**config.mk**
```make
export PLATFORM = sky130hd
export DESIGN_NAME = trd_pc_sched_flat
export DESIGN_NICKNAME = d
export VERILOG_FILES = /design/src/rtl/trd_pc_sched_if.sv /design/src/rtl/trd_pc_sched.sv /design/src/flat_wrapper.sv
export SDC_FILE = /design/constraint.sdc
export NUM_CORES = 1
export LEC_CHECK = 0
export BUFFER_PORTS_ARGS = -buffer_cell sky130_fd_sc_hd__buf_2
export CORE_MARGIN = 5
export CORE_UTILIZATION = 30
export DETAILED_ROUTE_END_ITERATION = 8
export GPL_TIMING_DRIVEN = 0
export PLACE_DENSITY = 0.58
export SLEW_MARGIN = 20
export SYNTH_ARGS = -nofsm -noshare
export SYNTH_HDL_FRONTEND = slang
export SYNTH_SLANG_ARGS = --single-unit
```
**constraint.sdc**
```tcl
create_clock -name clk -period 13.5 [get_ports clk]
set_clock_uncertainty 0.1 [all_clocks]
set_input_delay 2.7 -clock clk [delete_from_list [all_inputs] [get_ports clk]]
set_output_delay 2.7 -clock clk [all_outputs]
set_load 0.005 [all_outputs]
```
**src/rtl/trd_pc_sched_if.sv**
```systemverilog
// Bundle of the PC-selector / fetch side signals of the thread scheduler.
//
// Handshake: cur_vld qualifies cur_trd/cur_pc in the same cycle. There is no
// ready; the consumer holds the scheduler with stall, during which the issued
// thread/PC are frozen (cur_vld may only fall, never rise, while stalled).
interface trd_pc_sched_if;
    logic [31:0] nxt_pc_0;
    logic [31:0] nxt_pc_1;
    logic [31:0] nxt_pc_2;
    logic [31:0] nxt_pc_3;
    logic [31:0] nxt_pc_4;
    logic [31:0] nxt_pc_5;
    logic [31:0] nxt_pc_6;
    logic [31:0] nxt_pc_7;
    logic [7:0]  pc_wr;
    logic        stall;
    logic [7:0]  trd_en;
    logic        i_miss;
    logic [2:0]  i_miss_trd;
    logic        d_miss;
    logic [2:0]  d_miss_trd;
    logic        i_fill;
    logic [2:0]  i_fill_trd;
    logic        d_fill;
    logic [2:0]  d_fill_trd;
    logic [2:0]  cur_trd;
    logic [31:0] cur_pc;
    logic        cur_vld;
    logic [7:0]  trd_wait;

    // PC selector / pipeline side: drives next PCs, control and miss/fill events
    modport master (
        output nxt_pc_0, nxt_pc_1, nxt_pc_2, nxt_pc_3,
        output nxt_pc_4, nxt_pc_5, nxt_pc_6, nxt_pc_7,
        output pc_wr, stall, trd_en,
        output i_miss, i_miss_trd, d_miss, d_miss_trd,
        output i_fill, i_fill_trd, d_fill, d_fill_trd,
        input  cur_trd, cur_pc, cur_vld, trd_wait
    );

    // Scheduler side
    modport slave (
        input  nxt_pc_0, nxt_pc_1, nxt_pc_2, nxt_pc_3,
        input  nxt_pc_4, nxt_pc_5, nxt_pc_6, nxt_pc_7,
        input  pc_wr, stall, trd_en,
        input  i_miss, i_miss_trd, d_miss, d_miss_trd,
        input  i_fill, i_fill_trd, d_fill, d_fill_trd,
        output cur_trd, cur_pc, cur_vld, trd_wait
    );
endinterface

```
**src/rtl/trd_pc_sched.sv**
```systemverilog
// Per-thread PC register file and round-robin scheduler for the 8-thread
// barrel core. Threads with an outstanding I- or D-miss are parked until
// their fill returns.
//
// Build option: TRD_SCHED_BACK2BACK_EN
//   defined   - the last issued thread stays eligible (a lone thread issues
//               every cycle).
//   undefined - the last issued thread is skipped at the next non-stalled
//               edge (barrel interleave; a lone thread issues every other cycle).
module trd_pc_sched #(
    parameter logic [31:0] START_PC = 32'h0000_0000
) (
    input  logic           clk,
    input  logic           rst,
    trd_pc_sched_if.slave  bus
);

`ifdef TRD_SCHED_BACK2BACK_EN
    localparam bit BACK2BACK = 1'b1;
`else
    localparam bit BACK2BACK = 1'b0;
`endif

    logic [31:0] nxt_pc [8];
    logic [31:0] pc_q   [8];

    logic [7:0]  iw_q;
    logic [7:0]  dw_q;
    logic [7:0]  iw_n;
    logic [7:0]  dw_n;
    logic [7:0]  elig;

    logic [2:0]  ptr_q;
    logic [2:0]  cur_trd_q;
    logic [31:0] cur_pc_q;
    logic        cur_vld_q;

    logic        found;
    logic [2:0]  sel;
    logic [31:0] sel_pc;
    logic        miss_on_cur;

    assign nxt_pc[0] = bus.nxt_pc_0;
    assign nxt_pc[1] = bus.nxt_pc_1;
    assign nxt_pc[2] = bus.nxt_pc_2;
    assign nxt_pc[3] = bus.nxt_pc_3;
    assign nxt_pc[4] = bus.nxt_pc_4;
    assign nxt_pc[5] = bus.nxt_pc_5;
    assign nxt_pc[6] = bus.nxt_pc_6;
    assign nxt_pc[7] = bus.nxt_pc_7;

    // Wait flags after this cycle's events; a miss overrides a same-cycle fill
    always_comb begin
        iw_n = iw_q;
        dw_n = dw_q;
        if (bus.i_fill) iw_n[bus.i_fill_trd] = 1'b0;
        if (bus.d_fill) dw_n[bus.d_fill_trd] = 1'b0;
        if (bus.i_miss) iw_n[bus.i_miss_trd] = 1'b1;
        if (bus.d_miss) dw_n[bus.d_miss_trd] = 1'b1;
    end

    // Runnable threads; in interleave mode the thread just issued sits out one edge
    always_comb begin
        elig = bus.trd_en & ~iw_n & ~dw_n;
        if (!BACK2BACK && cur_vld_q) elig[cur_trd_q] = 1'b0;
    end

    // Round-robin search starting after the last issued thread; offset 8 is ptr itself
    always_comb begin
        logic [2:0] cand;
        found = 1'b0;
        sel   = ptr_q;
        cand  = 3'd0;
        for (int k = 1; k <= 8; k++) begin
            cand = ptr_q + 3'(k);
            if (!found && elig[cand]) begin
                found = 1'b1;
                sel   = cand;
            end
        end
    end

    // Forward a same-edge PC write so the issued PC is never stale
    always_comb begin
        sel_pc = bus.pc_wr[sel] ? nxt_pc[sel] : pc_q[sel];
    end

    // A miss on the currently presented thread invalidates it while stalled
    always_comb begin
        miss_on_cur = cur_vld_q &&
                      ((bus.i_miss && (bus.i_miss_trd == cur_trd_q)) ||
                       (bus.d_miss && (bus.d_miss_trd == cur_trd_q)));
    end

    // PC file: writes land regardless of stall
    always_ff @(posedge clk or posedge rst) begin
        if (rst) begin
            for (int t = 0; t < 8; t++) pc_q[t] <= START_PC;
        end else begin
            for (int t = 0; t < 8; t++) begin
                if (bus.pc_wr[t]) pc_q[t] <= nxt_pc[t];
            end
        end
    end

    // Wait flags keep tracking misses/fills during stall
    always_ff @(posedge clk or posedge rst) begin
        if (rst) begin
            iw_q <= 8'h00;
            dw_q <= 8'h00;
        end else begin
            iw_q <= iw_n;
            dw_q <= dw_n;
        end
    end

    // Issue register and round-robin pointer
    always_ff @(posedge clk or posedge rst) begin
        if (rst) begin
            ptr_q     <= 3'd7;
            cur_trd_q <= 3'd0;
            cur_pc_q  <= START_PC;
            cur_vld_q <= 1'b0;
        end else if (bus.stall) begin
            if (miss_on_cur) cur_vld_q <= 1'b0;
        end else if (found) begin
            ptr_q     <= sel;
            cur_trd_q <= sel;
            cur_pc_q  <= sel_pc;
            cur_vld_q <= 1'b1;
        end else begin
            cur_vld_q <= 1'b0;
        end
    end

    assign bus.cur_trd  = cur_trd_q;
    assign bus.cur_pc   = cur_pc_q;
    assign bus.cur_vld  = cur_vld_q;
    assign bus.trd_wait = iw_q | dw_q;

endmodule

```
**src/flat_wrapper.sv**
```systemverilog
// flat-port wrapper written by rule: the top's interface ports become plain ports
module trd_pc_sched_flat 
#(
    parameter logic [31:0] START_PC = 32'h0000_0000
)
  (clk, rst, bus_nxt_pc_0, bus_nxt_pc_1, bus_nxt_pc_2, bus_nxt_pc_3, bus_nxt_pc_4, bus_nxt_pc_5, bus_nxt_pc_6, bus_nxt_pc_7, bus_pc_wr, bus_stall, bus_trd_en, bus_i_miss, bus_i_miss_trd, bus_d_miss, bus_d_miss_trd, bus_i_fill, bus_i_fill_trd, bus_d_fill, bus_d_fill_trd, bus_cur_trd, bus_cur_pc, bus_cur_vld, bus_trd_wait);
  trd_pc_sched_if bus_i ();
  input  logic clk;
  input  logic rst;
  input wire logic [$bits(bus_i.nxt_pc_0)-1:0] bus_nxt_pc_0;
  input wire logic [$bits(bus_i.nxt_pc_1)-1:0] bus_nxt_pc_1;
  input wire logic [$bits(bus_i.nxt_pc_2)-1:0] bus_nxt_pc_2;
  input wire logic [$bits(bus_i.nxt_pc_3)-1:0] bus_nxt_pc_3;
  input wire logic [$bits(bus_i.nxt_pc_4)-1:0] bus_nxt_pc_4;
  input wire logic [$bits(bus_i.nxt_pc_5)-1:0] bus_nxt_pc_5;
  input wire logic [$bits(bus_i.nxt_pc_6)-1:0] bus_nxt_pc_6;
  input wire logic [$bits(bus_i.nxt_pc_7)-1:0] bus_nxt_pc_7;
  input wire logic [$bits(bus_i.pc_wr)-1:0] bus_pc_wr;
  input wire logic [$bits(bus_i.stall)-1:0] bus_stall;
  input wire logic [$bits(bus_i.trd_en)-1:0] bus_trd_en;
  input wire logic [$bits(bus_i.i_miss)-1:0] bus_i_miss;
  input wire logic [$bits(bus_i.i_miss_trd)-1:0] bus_i_miss_trd;
  input wire logic [$bits(bus_i.d_miss)-1:0] bus_d_miss;
  input wire logic [$bits(bus_i.d_miss_trd)-1:0] bus_d_miss_trd;
  input wire logic [$bits(bus_i.i_fill)-1:0] bus_i_fill;
  input wire logic [$bits(bus_i.i_fill_trd)-1:0] bus_i_fill_trd;
  input wire logic [$bits(bus_i.d_fill)-1:0] bus_d_fill;
  input wire logic [$bits(bus_i.d_fill_trd)-1:0] bus_d_fill_trd;
  output wire logic [$bits(bus_i.cur_trd)-1:0] bus_cur_trd;
  output wire logic [$bits(bus_i.cur_pc)-1:0] bus_cur_pc;
  output wire logic [$bits(bus_i.cur_vld)-1:0] bus_cur_vld;
  output wire logic [$bits(bus_i.trd_wait)-1:0] bus_trd_wait;
  assign bus_i.nxt_pc_0 = bus_nxt_pc_0;
  assign bus_i.nxt_pc_1 = bus_nxt_pc_1;
  assign bus_i.nxt_pc_2 = bus_nxt_pc_2;
  assign bus_i.nxt_pc_3 = bus_nxt_pc_3;
  assign bus_i.nxt_pc_4 = bus_nxt_pc_4;
  assign bus_i.nxt_pc_5 = bus_nxt_pc_5;
  assign bus_i.nxt_pc_6 = bus_nxt_pc_6;
  assign bus_i.nxt_pc_7 = bus_nxt_pc_7;
  assign bus_i.pc_wr = bus_pc_wr;
  assign bus_i.stall = bus_stall;
  assign bus_i.trd_en = bus_trd_en;
  assign bus_i.i_miss = bus_i_miss;
  assign bus_i.i_miss_trd = bus_i_miss_trd;
  assign bus_i.d_miss = bus_d_miss;
  assign bus_i.d_miss_trd = bus_d_miss_trd;
  assign bus_i.i_fill = bus_i_fill;
  assign bus_i.i_fill_trd = bus_i_fill_trd;
  assign bus_i.d_fill = bus_d_fill;
  assign bus_i.d_fill_trd = bus_d_fill_trd;
  assign bus_cur_trd = bus_i.cur_trd;
  assign bus_cur_pc = bus_i.cur_pc;
  assign bus_cur_vld = bus_i.cur_vld;
  assign bus_trd_wait = bus_i.trd_wait;
  trd_pc_sched #(.START_PC(START_PC)) u_core (.clk(clk), .rst(rst), .bus(bus_i));
endmodule
```
==> results of run 1 <==
Yosys cell counts (6+ instances only):
cell type | instances | area [µm²]
mux2_2 | 360 | 4054
dfrtp_1 | 308 | 7707
mux2i_1 | 135 | 1351
clkbuf_1 | 80 | 300.3
nand2_1 | 60 | 225.2
nor3_1 | 47 | 235.2
o22ai_1 | 36 | 225.2
and3_1 | 35 | 219.0
a22o_1 | 34 | 297.8
a22oi_1 | 34 | 255.2
o22a_1 | 32 | 280.3
o31ai_2 | 32 | 400.4
mux2_1 | 30 | 337.8
inv_1 | 22 | 82.58
nor2_1 | 17 | 63.81
o21ai_0 | 17 | 85.08
buf_2 | 16 | 80.08
buf_6 | 11 | 123.9
xnor2_1 | 11 | 96.34
mux4_2 | 9 | 202.7
nand3_1 | 9 | 45.04
nand4b_1 | 9 | 78.83
or2_2 | 9 | 56.30
nand4_1 | 8 | 50.05
a21oi_1 | 7 | 35.03
nand4bb_1 | 7 | 78.83
buf_4 | 6 | 45.04
registers in the layout (all words and copies together) (netlist names):
register and count:
u_core.pc_q 256, u_core.bus.cur_pc 32, u_core.dw_q 8, u_core.iw_q 8
u_core.bus.cur_trd 3, u_core.ptr_q 3, u_core.bus.cur_vld 1
kinds of logic after synthesis:
kind of cell	count (synthesis)	share of synthesized area (%)
AOI/OAI and AO/OA	239	11.19
xor gates and xnor gates	13	0.6368
adders and majority gates	2	0.1399
buffers and inverters	143	3.891
DFF	311	43.54
muxes	534	33.25
and+or+nand+nor	231	7.347
critical path, delay by kind of cell:
| kind | cells | cell delay, ns |
|---|---|---|
| buffers and inverters | 4 | 1.91 |
| AOI/OAI and AO/OA | 6 | 1.79 |
| and+or+nand+nor | 7 | 1.95 |
stage by stage:
step / setup WS (ns) / hold slack [ns] / instances / util (%) / TNS [ns]
floorplan: 2.104 / 0.3671 / 1473 / - / 0
global placement: -1.593 / 0.3696 / 2564 / 34.63 / -476.24
detailed placement: 5.032 / 0.3668 / 2567 / 34.78 / 0
CTS: 5.629 / 0.3781 / 2636 / 37.13 / 0
global route: 5.197 / 0.4086 / 2646 / 37.18 / 0
finish: 5.443 / 0.3751 / 2654 / 37.21 / 0
area by class of cell:
class / count / area, µm² / area share, %
Clock inverter: 11 / 172.7 / 0.7862
Antenna cell: 18 / 45.04 / 0.2051
Inverter: 24 / 97.59 / 0.4444
Sequential cell: 311 / 7786 / 35.45
Timing Repair Buffer: 321 / 1674 / 7.623
Tap cell: 773 / 967.2 / 4.404
Buffer: 119 / 609.3 / 2.774
Multi-Input combinational cell: 1019 / 9399 / 42.80
Clock buffer: 58 / 1211 / 5.515
worst min-delay path by stage:
stage | to | slack (ns) | depth (start not counted)
CTS | u_core.bus.cur_pc[27] | 0.38 | 2
finish | u_core.bus.cur_pc[27] | 0.38 | 2
global route | u_core.bus.cur_pc[16] | 0.41 | 2
floorplan | u_core.iw_q[7] | 0.37 | 2
global placement | u_core.bus.cur_pc[16] | 0.37 | 2
detailed placement | u_core.bus.cur_pc[27] | 0.37 | 2
per-layer routing:
metal  global-route usage (%)  vias up  share of wire (%)
met5                        0        -               0.22
met4                    6.643       26                2.8
met3                    6.761      134                8.4
met2                    33.67      504                 46
met1                    27.58     7316                 43
li1                         -     6340                  -
==> results.cfg, run 1 <==
[worst_setup_path]
cp.arrival_ns = 8.38
crit_path_end = u_core.bus.cur_pc[17]
timing.critical_path.slowest_cell_delay_ns = 0.71
critical_path_peak_fanout = 10
reg2reg_slack_ns = 7.14
r2r_start = u_core.bus.cur_trd[2]
worstPathCellList = clkbuf_1 > or4b_1 > o2111ai_1 > nor3_1 > nor4_1 > o311ai_0 > o32ai_2 > nand2_1 > o22ai_1 > nand2_1 > nand2_1 > buf_2 > clkbuf_1 > clkbuf_1 > o22ai_1 > nor3_1 > o31ai_2
crit_path_end_kind = flop
setup.worst_path.class = input pin to flop
worst_setup_path_startpoint = bus_i_miss
crit_path_start_kind = input pin
required_ns = 13.82
worst_r2r_endpoint = u_core.bus.cur_pc[17]
crit_path_top_delay_cell = clkbuf_1
ff2ff_path_depth = 17

[global_routing]
via_count_of_the_first_global_routing_pass = 15310
initial_antenna_violation_count = 32
global_route_wire_length_before_repair_mm = 101.4
grt.overflow.total = 0
pin_count_of_the_biggest_net_entering_global_routing = 106
gr-usage-all-layers_pct = 21.14

[timing]
hold_violations = 0
post-route-period-util_pct = 59.68
setup_violations = 0
slew-limit-headroom_pct = 21.31
rsz0062_at_grt = no
worstMarginPinSlew_ns = 1.180
maxClockFrequency_mhz = 124.1
final.min_clock_period_ns = 8.057
drv_slew = 0

[floorplanning]
num_rows = 89
die_area_um2 = 64580
ios = 335
initial_utilization_pct = 30.30
core_area_um2 = 59020
die_w_um = 254.1
floorplan.die.height_um = 254.1

[final_layout]
design_area_um2 = 21960
final_common_cell = mux2_2
syn_to_final_growth_pct = 22.83
top_library_cells_by_usage_in_the_layout_fill_and_taps_aside = mux2_2 (360), buf_2 (334), dfrtp_1 (308)
final_nets = 2129
layout-drive-gt1-share_pct = 45.46
fillerInstances = 5827

[clock_network]
cts-buffers-inserted = 40
cts.clk_slew.worst_paths_ns = 0.06
post_cts_hold_buffer_count = 0
clock_latency_ns = 0.57
ctsRootBufferMaster = clkbuf_16
max-clock-path-buffers = 3
cts_num_sinks = 311
cts_setup_buffers = 0
cts_tree = yes
h-tree-depth = 2
post_cts.resized_instances = 0

[synthesis]
seq_area_frac_synth_pct = 43.54
synth-edff-count = 0
post_synth_inst_count = 1473
most_used_flip_flop_cell_after_synthesis = dfrtp_1
number_of_flip_flops_and_latches_in_the_synthesized_netlist = 311
syn_nets = 1766
synth.distinct_cells = 75
asyncSetResetFlopFracSynth_pct = 100.0
synth_area_um2 = 17880
synthesis.yosys.warnings = 0
synthesis.area_per_instance_um2 = 12.14

[worst_hold_path]
launch_instance_of_the_worst_min_delay_path = u_core.bus.cur_pc[27]
hold_class = flop to flop

[routing]
postRouteWirelength_mm = 70.68
wire_per_inst_um = 26.63
routed_via_density = 5.396
drt_drc_violations_left = 0
dr.pass1.iters = 5
detailedRoute.firstIterationViolations = 885
postRouteAntennaNets = 0
via_count = 14320

[run_status]
run_status = completed

[place]
placement.cell_area_um2 = 20530
post_dp_hpwl_mm = 52.44
finalWeightedCongestion = 0.8651
io_buffer_count = 318

[run]
drv.max_cap_violation_count = 0
Power of run 1 is left out: the tool's default activity adds up to more than one toggle a clock period on the data nets, which glitch-free logic cannot reach.
==> run 2, diff against run 1 <==
--- a/config.mk
+++ b/config.mk
@@ -10,7 +10,7 @@
 export CORE_UTILIZATION = 30
 export DETAILED_ROUTE_END_ITERATION = 8
 export GPL_TIMING_DRIVEN = 0
-export PLACE_DENSITY = 0.58
+export PLACE_DENSITY = 0.6
 export SLEW_MARGIN = 20
 export SYNTH_ARGS = -nofsm -noshare
 export SYNTH_HDL_FRONTEND = slang
==> constraint.sdc (replaced) <==
create_clock -name clk -period 6.73 [get_ports clk]
set_clock_uncertainty 0.1 [all_clocks]
set_input_delay 1.346 -clock clk [delete_from_list [all_inputs] [get_ports clk]]
set_output_delay 1.346 -clock clk [all_outputs]
set_load 0.005 [all_outputs]
==> run 2 against run 1 <==
  * Sequential cell count did not move
  * Via count rose by 0.38%
  * Routed wire length fell by 1.9%
  * Cell count fell by 0.15%
  * Sequential share of layout area barely moved
  * First-iteration DRC count rose by 11%
  * Critical path depth fell by 5
  * Register-to-register slack got worse by 6.3 ns
  * Global-route usage fell by 0.26 points
  * Critical endpoint is now u_core.bus.cur_trd[1]
  * Highest routed layer unchanged
==> results.cfg, run 2 (synthesized netlist as in run 1, its figures left out) <==
[routing]
drt_drc_violations_left = 0
wire_per_inst_um = 26.16
routed_via_density = 5.424
postRouteAntennaNets = 0
dr.pass1.iters = 6
detailedRoute.firstIterationViolations = 978
postRouteWirelength_mm = 69.33
via_count = 14370

[floorplanning]
num_rows = 89
initial_utilization_pct = 30.30
die_w_um = 254.1
die_area_um2 = 64580
floorplan.die.height_um = 254.1
core_area_um2 = 59020
ios = 335

[final_layout]
final_nets = 2134
syn_to_final_growth_pct = 22.83
final_common_cell = mux2_2
fillerInstances = 5820
top_library_cells_by_usage_in_the_layout_fill_and_taps_aside = mux2_2 (360), buf_2 (334), dfrtp_1 (308)
layout-drive-gt1-share_pct = 45.26
most_flops_register = u_core.pc_q
largest_register_ffs = 256

[worst_hold_path]
holdPathStages = 2
launch_instance_of_the_worst_min_delay_path = u_core.bus.cur_pc[28]
hold_class = flop to flop
hold_end = u_core.bus.cur_pc[28]

[timing]
rsz0062_at_grt = no
drv_slew = 0
final.min_clock_period_ns = 6.331
slew-limit-headroom_pct = 22.90
setup_violations = 0
worstMarginPinSlew_ns = 1.156
maxClockFrequency_mhz = 157.9
post-route-period-util_pct = 94.08
hold_violations = 0
fin_ws_ns = 0.3985

[clock_network]
max-clock-path-buffers = 3
cts_num_sinks = 311
cts-buffers-inserted = 39
cts_tree = yes
cts_setup_buffers = 0
post_cts.resized_instances = 0
clock_latency_ns = 0.56
h-tree-depth = 2
cts.clk_slew.worst_paths_ns = 0.06
ctsRootBufferMaster = clkbuf_16

[worst_setup_path]
ff2ff_path_depth = 12
required_ns = 7.03
r2r_start = u_core.bus.cur_trd[2]
cp.arrival_ns = 6.63
setup.worst_path.class = input pin to flop
crit_path_end_kind = flop
worst_setup_path_startpoint = bus_i_miss
reg2reg_slack_ns = 0.81
worst_r2r_endpoint = u_core.bus.cur_trd[1]
crit_path_start_kind = input pin
critical_path_peak_fanout = 10

[place]
io_buffer_count = 318
post_dp_hpwl_mm = 52.08
finalWeightedCongestion = 0.8704
preCtsSetupSlack_ns = -0.4424

[run_status]
run_status = completed

[run]
drv.max_cap_violation_count = 0

[global_routing]
pin_count_of_the_biggest_net_entering_global_routing = 34
via_count_of_the_first_global_routing_pass = 15600
global_route_wire_length_before_repair_mm = 101.4
grt.overflow.total = 0
gr-usage-all-layers_pct = 20.87
initial_antenna_violation_count = 25
[run 2: changes by cell type in the layout (fill, tap and decap cells not counted), sizes merged]
cell / change
buf: +7
bufinv: -2
diode: -8
clkinv: -3
inv: -1
clkbuf: +1
clkinvlp: +2
[run 2: final cells by class]
type                       count  area [µm²]  area share, %
antenna                       10       25.02         0.1139
buffer                       118       601.8          2.740
tap                          773       967.2          4.404
inverter                      24       93.84         0.4273
clock buffer                  60        1176          5.355
clock inverter                 7       115.1         0.5241
sequential                   311        7786          35.45
timing repair buffer         328        1799          8.192
multi-input combinational   1019        9399          42.79
[run 2: critical path, stage by stage]
cell       delay (ns)
clkbuf_1         0.31
or4b_1           0.51
o2111ai_1        0.33
nor3_1           0.11
nor4_1           0.58
o311ai_0         0.31
o32ai_2          0.55
nand2_1          0.17
o41ai_1          0.72
clkbuf_1         0.59
buf_1            0.88
o21ai_0          0.22
[run 2: worst max-delay path by stage]
stage,endpoint,cells past startpoint
detailed placement,u_core.bus.cur_pc[18],17
global route,u_core.bus.cur_trd[1],12
CTS,u_core.bus.cur_pc[18],17
global placement,u_core.pc_q[58],2
finish,u_core.bus.cur_trd[1],12
floorplan,u_core.bus.cur_pc[0],1
[run 2: repair_timing]
item / 4_1_cts / 5_1_grt
hold endpoints to repair: 0 / 0
endpoints found under the setup margin: 0 / 20
hold buffers: 0 / 0
[run 2: per-stage QoR]
step,setup TNS [ns],utilization (%),hold WS [ns],instance area (µm²),instances
global placement,-244.92,34.64,0.3686,20440,2564
detailed placement,-7.548,34.99,0.3724,20650,2574
CTS,0,37.18,0.3853,21940,2641
finish,0,37.21,0.3860,21960,2650
floorplan,0,-,0.3671,17880,1473
global route,0,37.19,0.4041,21950,2644
[run 2: metal layers]
metal,vias up,global-route usage (%),part of all wire (%)
met5,-,0,0.26
met4,28,5.937,3.0
met3,153,6.231,8.2
met2,525,34.30,47
met1,7345,26.91,42
li1,6323,-,-
Power of run 2 is left out for the same reason.
==> run 3, diff against run 2 <==
--- a/config.mk
+++ b/config.mk
@@ -5,6 +5,7 @@
 export SDC_FILE = /design/constraint.sdc
 export NUM_CORES = 1
 export LEC_CHECK = 0
+export ABC_AREA = 1
 export BUFFER_PORTS_ARGS = -buffer_cell sky130_fd_sc_hd__buf_2
 export CORE_MARGIN = 5
 export CORE_UTILIZATION = 30
==> run 3 against run 2 <==
  * First-iteration DRC count increased by 100%
  * Die area grew 4.4%
  * Via count rose by 42%
  * Global-route usage up 2.7 points
  * Core utilization decreased by 0.12 points
==> results.cfg, run 3 <==
[clock_network]
cts_num_sinks = 311
cts.clk_slew.worst_paths_ns = 0.06
cts-buffers-inserted = 39
cts_tree = yes
post_cts.resized_instances = 0
ctsRootBufferMaster = clkbuf_16
post_cts_hold_buffer_count = 0
max-clock-path-buffers = 3
h-tree-depth = 2
cts_setup_buffers = 0
clock_latency_ns = 0.57

[routing]
wire_per_inst_um = 19.69
postRouteWirelength_mm = 82.38
routed_via_density = 4.861
via_count = 20340
drt_drc_violations_left = 0
detailedRoute.firstIterationViolations = 1958
dr.pass1.iters = 6
postRouteAntennaNets = 0

[timing]
post-route-period-util_pct = 68.13
setup_violations = 0
maxClockFrequency_mhz = 218.1
hold_violations = 0
drv_slew = 0
worstMarginPinSlew_ns = 0.8682
slew-limit-headroom_pct = 42.12
fin_ws_ns = 2.145
rsz0062_at_grt = no
final.min_clock_period_ns = 4.585

[worst_setup_path]
crit_path_end_kind = flop
crit_path_start_kind = flop
setup.worst_path.class = flop to flop
required_ns = 7.08
timing.critical_path.slowest_cell_delay_ns = 0.57
reg2reg_slack_ns = 2.14
worstPathCellList = inv_1 > clkbuf_1 > ha_1 > inv_1 > nand3_1 > nand3_2 > nand2_2 > nor2_4 > nand4_2 > nor2_2 > nand3_2 > nand2_2 > buf_4 > clkbuf_1 > o21ai_0 > nand2_1 > nand3_1 > nand2_1 > nand2_1 > nand3_1 > nand2_1
cp.arrival_ns = 4.93
critical_path_peak_fanout = 10
r2r_start = u_core.ptr_q[0]
worst_r2r_endpoint = u_core.bus.cur_pc[10]
crit_path_end = u_core.bus.cur_pc[10]
worst_setup_path_startpoint = u_core.ptr_q[0]
crit_path_top_delay_cell = dfstp_2
ff2ff_path_depth = 21
path_common_cell = nand2_1

[global_routing]
global_route_wire_length_before_repair_mm = 121.4
gr-usage-all-layers_pct = 23.58
pin_count_of_the_biggest_net_entering_global_routing = 33
initial_antenna_violation_count = 43
grt.overflow.total = 0
via_count_of_the_first_global_routing_pass = 19870

[final_layout]
core_util_final_pct = 37.09
final_common_cell = nand2_1
layout-drive-gt1-share_pct = 16.29
final_nets = 3592
largest_register_ffs = 256
most_flops_register = u_core.pc_q
syn_to_final_growth_pct = 22.42
layoutNonFillerInstCount = 4184
top_library_cells_by_usage_in_the_layout_fill_and_taps_aside = nand2_1 (1,650), nand3_1 (414), buf_2 (396)

[run_status]
run_status = completed

[worst_hold_path]
hold_class = flop to flop

[place]
numPlacedInstances = 4095
post_dp_hpwl_mm = 65.61
preCtsSetupSlack_ns = 1.708
io_buffer_count = 326
finalWeightedCongestion = 0.9281

[floorplanning]
ios = 335
floorplan.die.height_um = 259.7
core_area_um2 = 61710
num_rows = 91
die_w_um = 259.7
die_area_um2 = 67420
initial_utilization_pct = 30.30

[synthesis]
synth-compound-area-share_pct = 4.376
synth_top_cells_by_count = nand2_1 (1,650), nand3_1 (414), dfrtp_1 (308)
synth_top_family_by_area = simple AND/OR/NAND/NOR gates
seq_area_frac_synth_pct = 41.64
most_used_flip_flop_cell_after_synthesis = dfrtp_1
synthesis.yosys.warnings = 0
synth.most_common_cell = nand2_1
synth-edff-count = 0
top_cells_by_area_synth = dfrtp_1 (41%), nand2_1 (33%), nand3_1 (11%), o21ai_0 (3.7%), inv_1 (2.0%)
share_of_synthesized_cell_area_in_and_or_nand_and_nor_gates_pct = 46.49
post_synth_xor_area_fraction_pct = 0.09368
synth_mux_area_share_pct = 0
asyncSetResetFlopFracSynth_pct = 100.0
synth_area_um2 = 18700
synth.distinct_cells = 35
syn_nets = 3214
number_of_flip_flops_and_latches_in_the_synthesized_netlist = 311
post_synth_inst_count = 2921
post_synth_fa_ha_maj_area_fraction_pct = 0.1338
synth.largest_area_cell = dfrtp_1
yosys.area.top_type_share_pct = 41.22
synthesis.area_per_instance_um2 = 6.401

[run]
drv.max_cap_violation_count = 0
[run 3: changes by cell type after synthesis, moves of 35 or more]
cell / change
and3_1: -35
nand3_1: +405
mux2i_1: -135
nor3_1: -47
o21ai_0: +120
o22ai_1: -35
buf_2: +54
nand2_1: +1590
inv_1: +80
mux2_2: -360
[run 3: layout make-up]
cell class / instances / area, µm²
Clock inverter: 9 / 65.06
Fill cell: 6859 / 38820
Timing Repair Buffer: 337 / 1859
Antenna cell: 19 / 47.55
Clock buffer: 61 / 1170
Buffer: 192 / 913.4
Inverter: 118 / 449.2
Multi-Input combinational cell: 2300 / 9553
Tap cell: 837 / 1047
Sequential cell: 311 / 7786
[run 3: logic make-up (layout without fill, tap and decap cells)]
family	Yosys count	in the layout
buffers and inverters	310	717
xor gates and xnor gates	2	2
adders and majority gates	2	2
other	0	19
and+or+nand+nor	2140	2140
DFF	311	311
AOI/OAI and AO/OA	156	156
[run 3: layer usage]
metal  part of all wire [%]  routed length, µm  vias to the layer above  track usage, %
met4                    3.3               2703                       40           7.999
met1                     42              34250                     9421           30.01
met2                     47              38360                      743           38.94
li1                       -                  -                     9926               -
met5                   0.30                250                        -               0
met3                    8.3               6809                      210           6.330
[run 3: worst max-delay path, delay by kind of cell (launching register included)]
kind	cells	cell delay, ns
adders and majority gates	1	0.49
and+or+nand+nor	14	2.00
buffers and inverters	5	1.16
DFF	1	0.57
AOI/OAI and AO/OA	1	0.14
[run 3: how the worst min path moves through the flow]
stage / start / end / slack [ns] / cells after the start
after floorplan: u_core.pc_q[0] / u_core.pc_q[0] / 0.34 / 2
after global placement: u_core.pc_q[182] / u_core.pc_q[182] / 0.35 / 2
after detailed placement: u_core.pc_q[169] / u_core.pc_q[169] / 0.36 / 2
after CTS: u_core.pc_q[28] / u_core.pc_q[28] / 0.37 / 2
after global routing: u_core.pc_q[146] / u_core.pc_q[146] / 0.38 / 2
final: u_core.pc_q[9] / u_core.pc_q[9] / 0.37 / 2
[run 3: through the flow]
step	TNS (ns)	hold WS, ns	cell area [µm²]
after floorplan	0	0.3422	18700
after global placement	-302.20	0.3539	21380
after detailed placement	0	0.3583	21610
after CTS	0	0.3718	22840
after global routing	0	0.3826	22870
final	0	0.3691	22890
Power of run 3 is left out for the same reason.
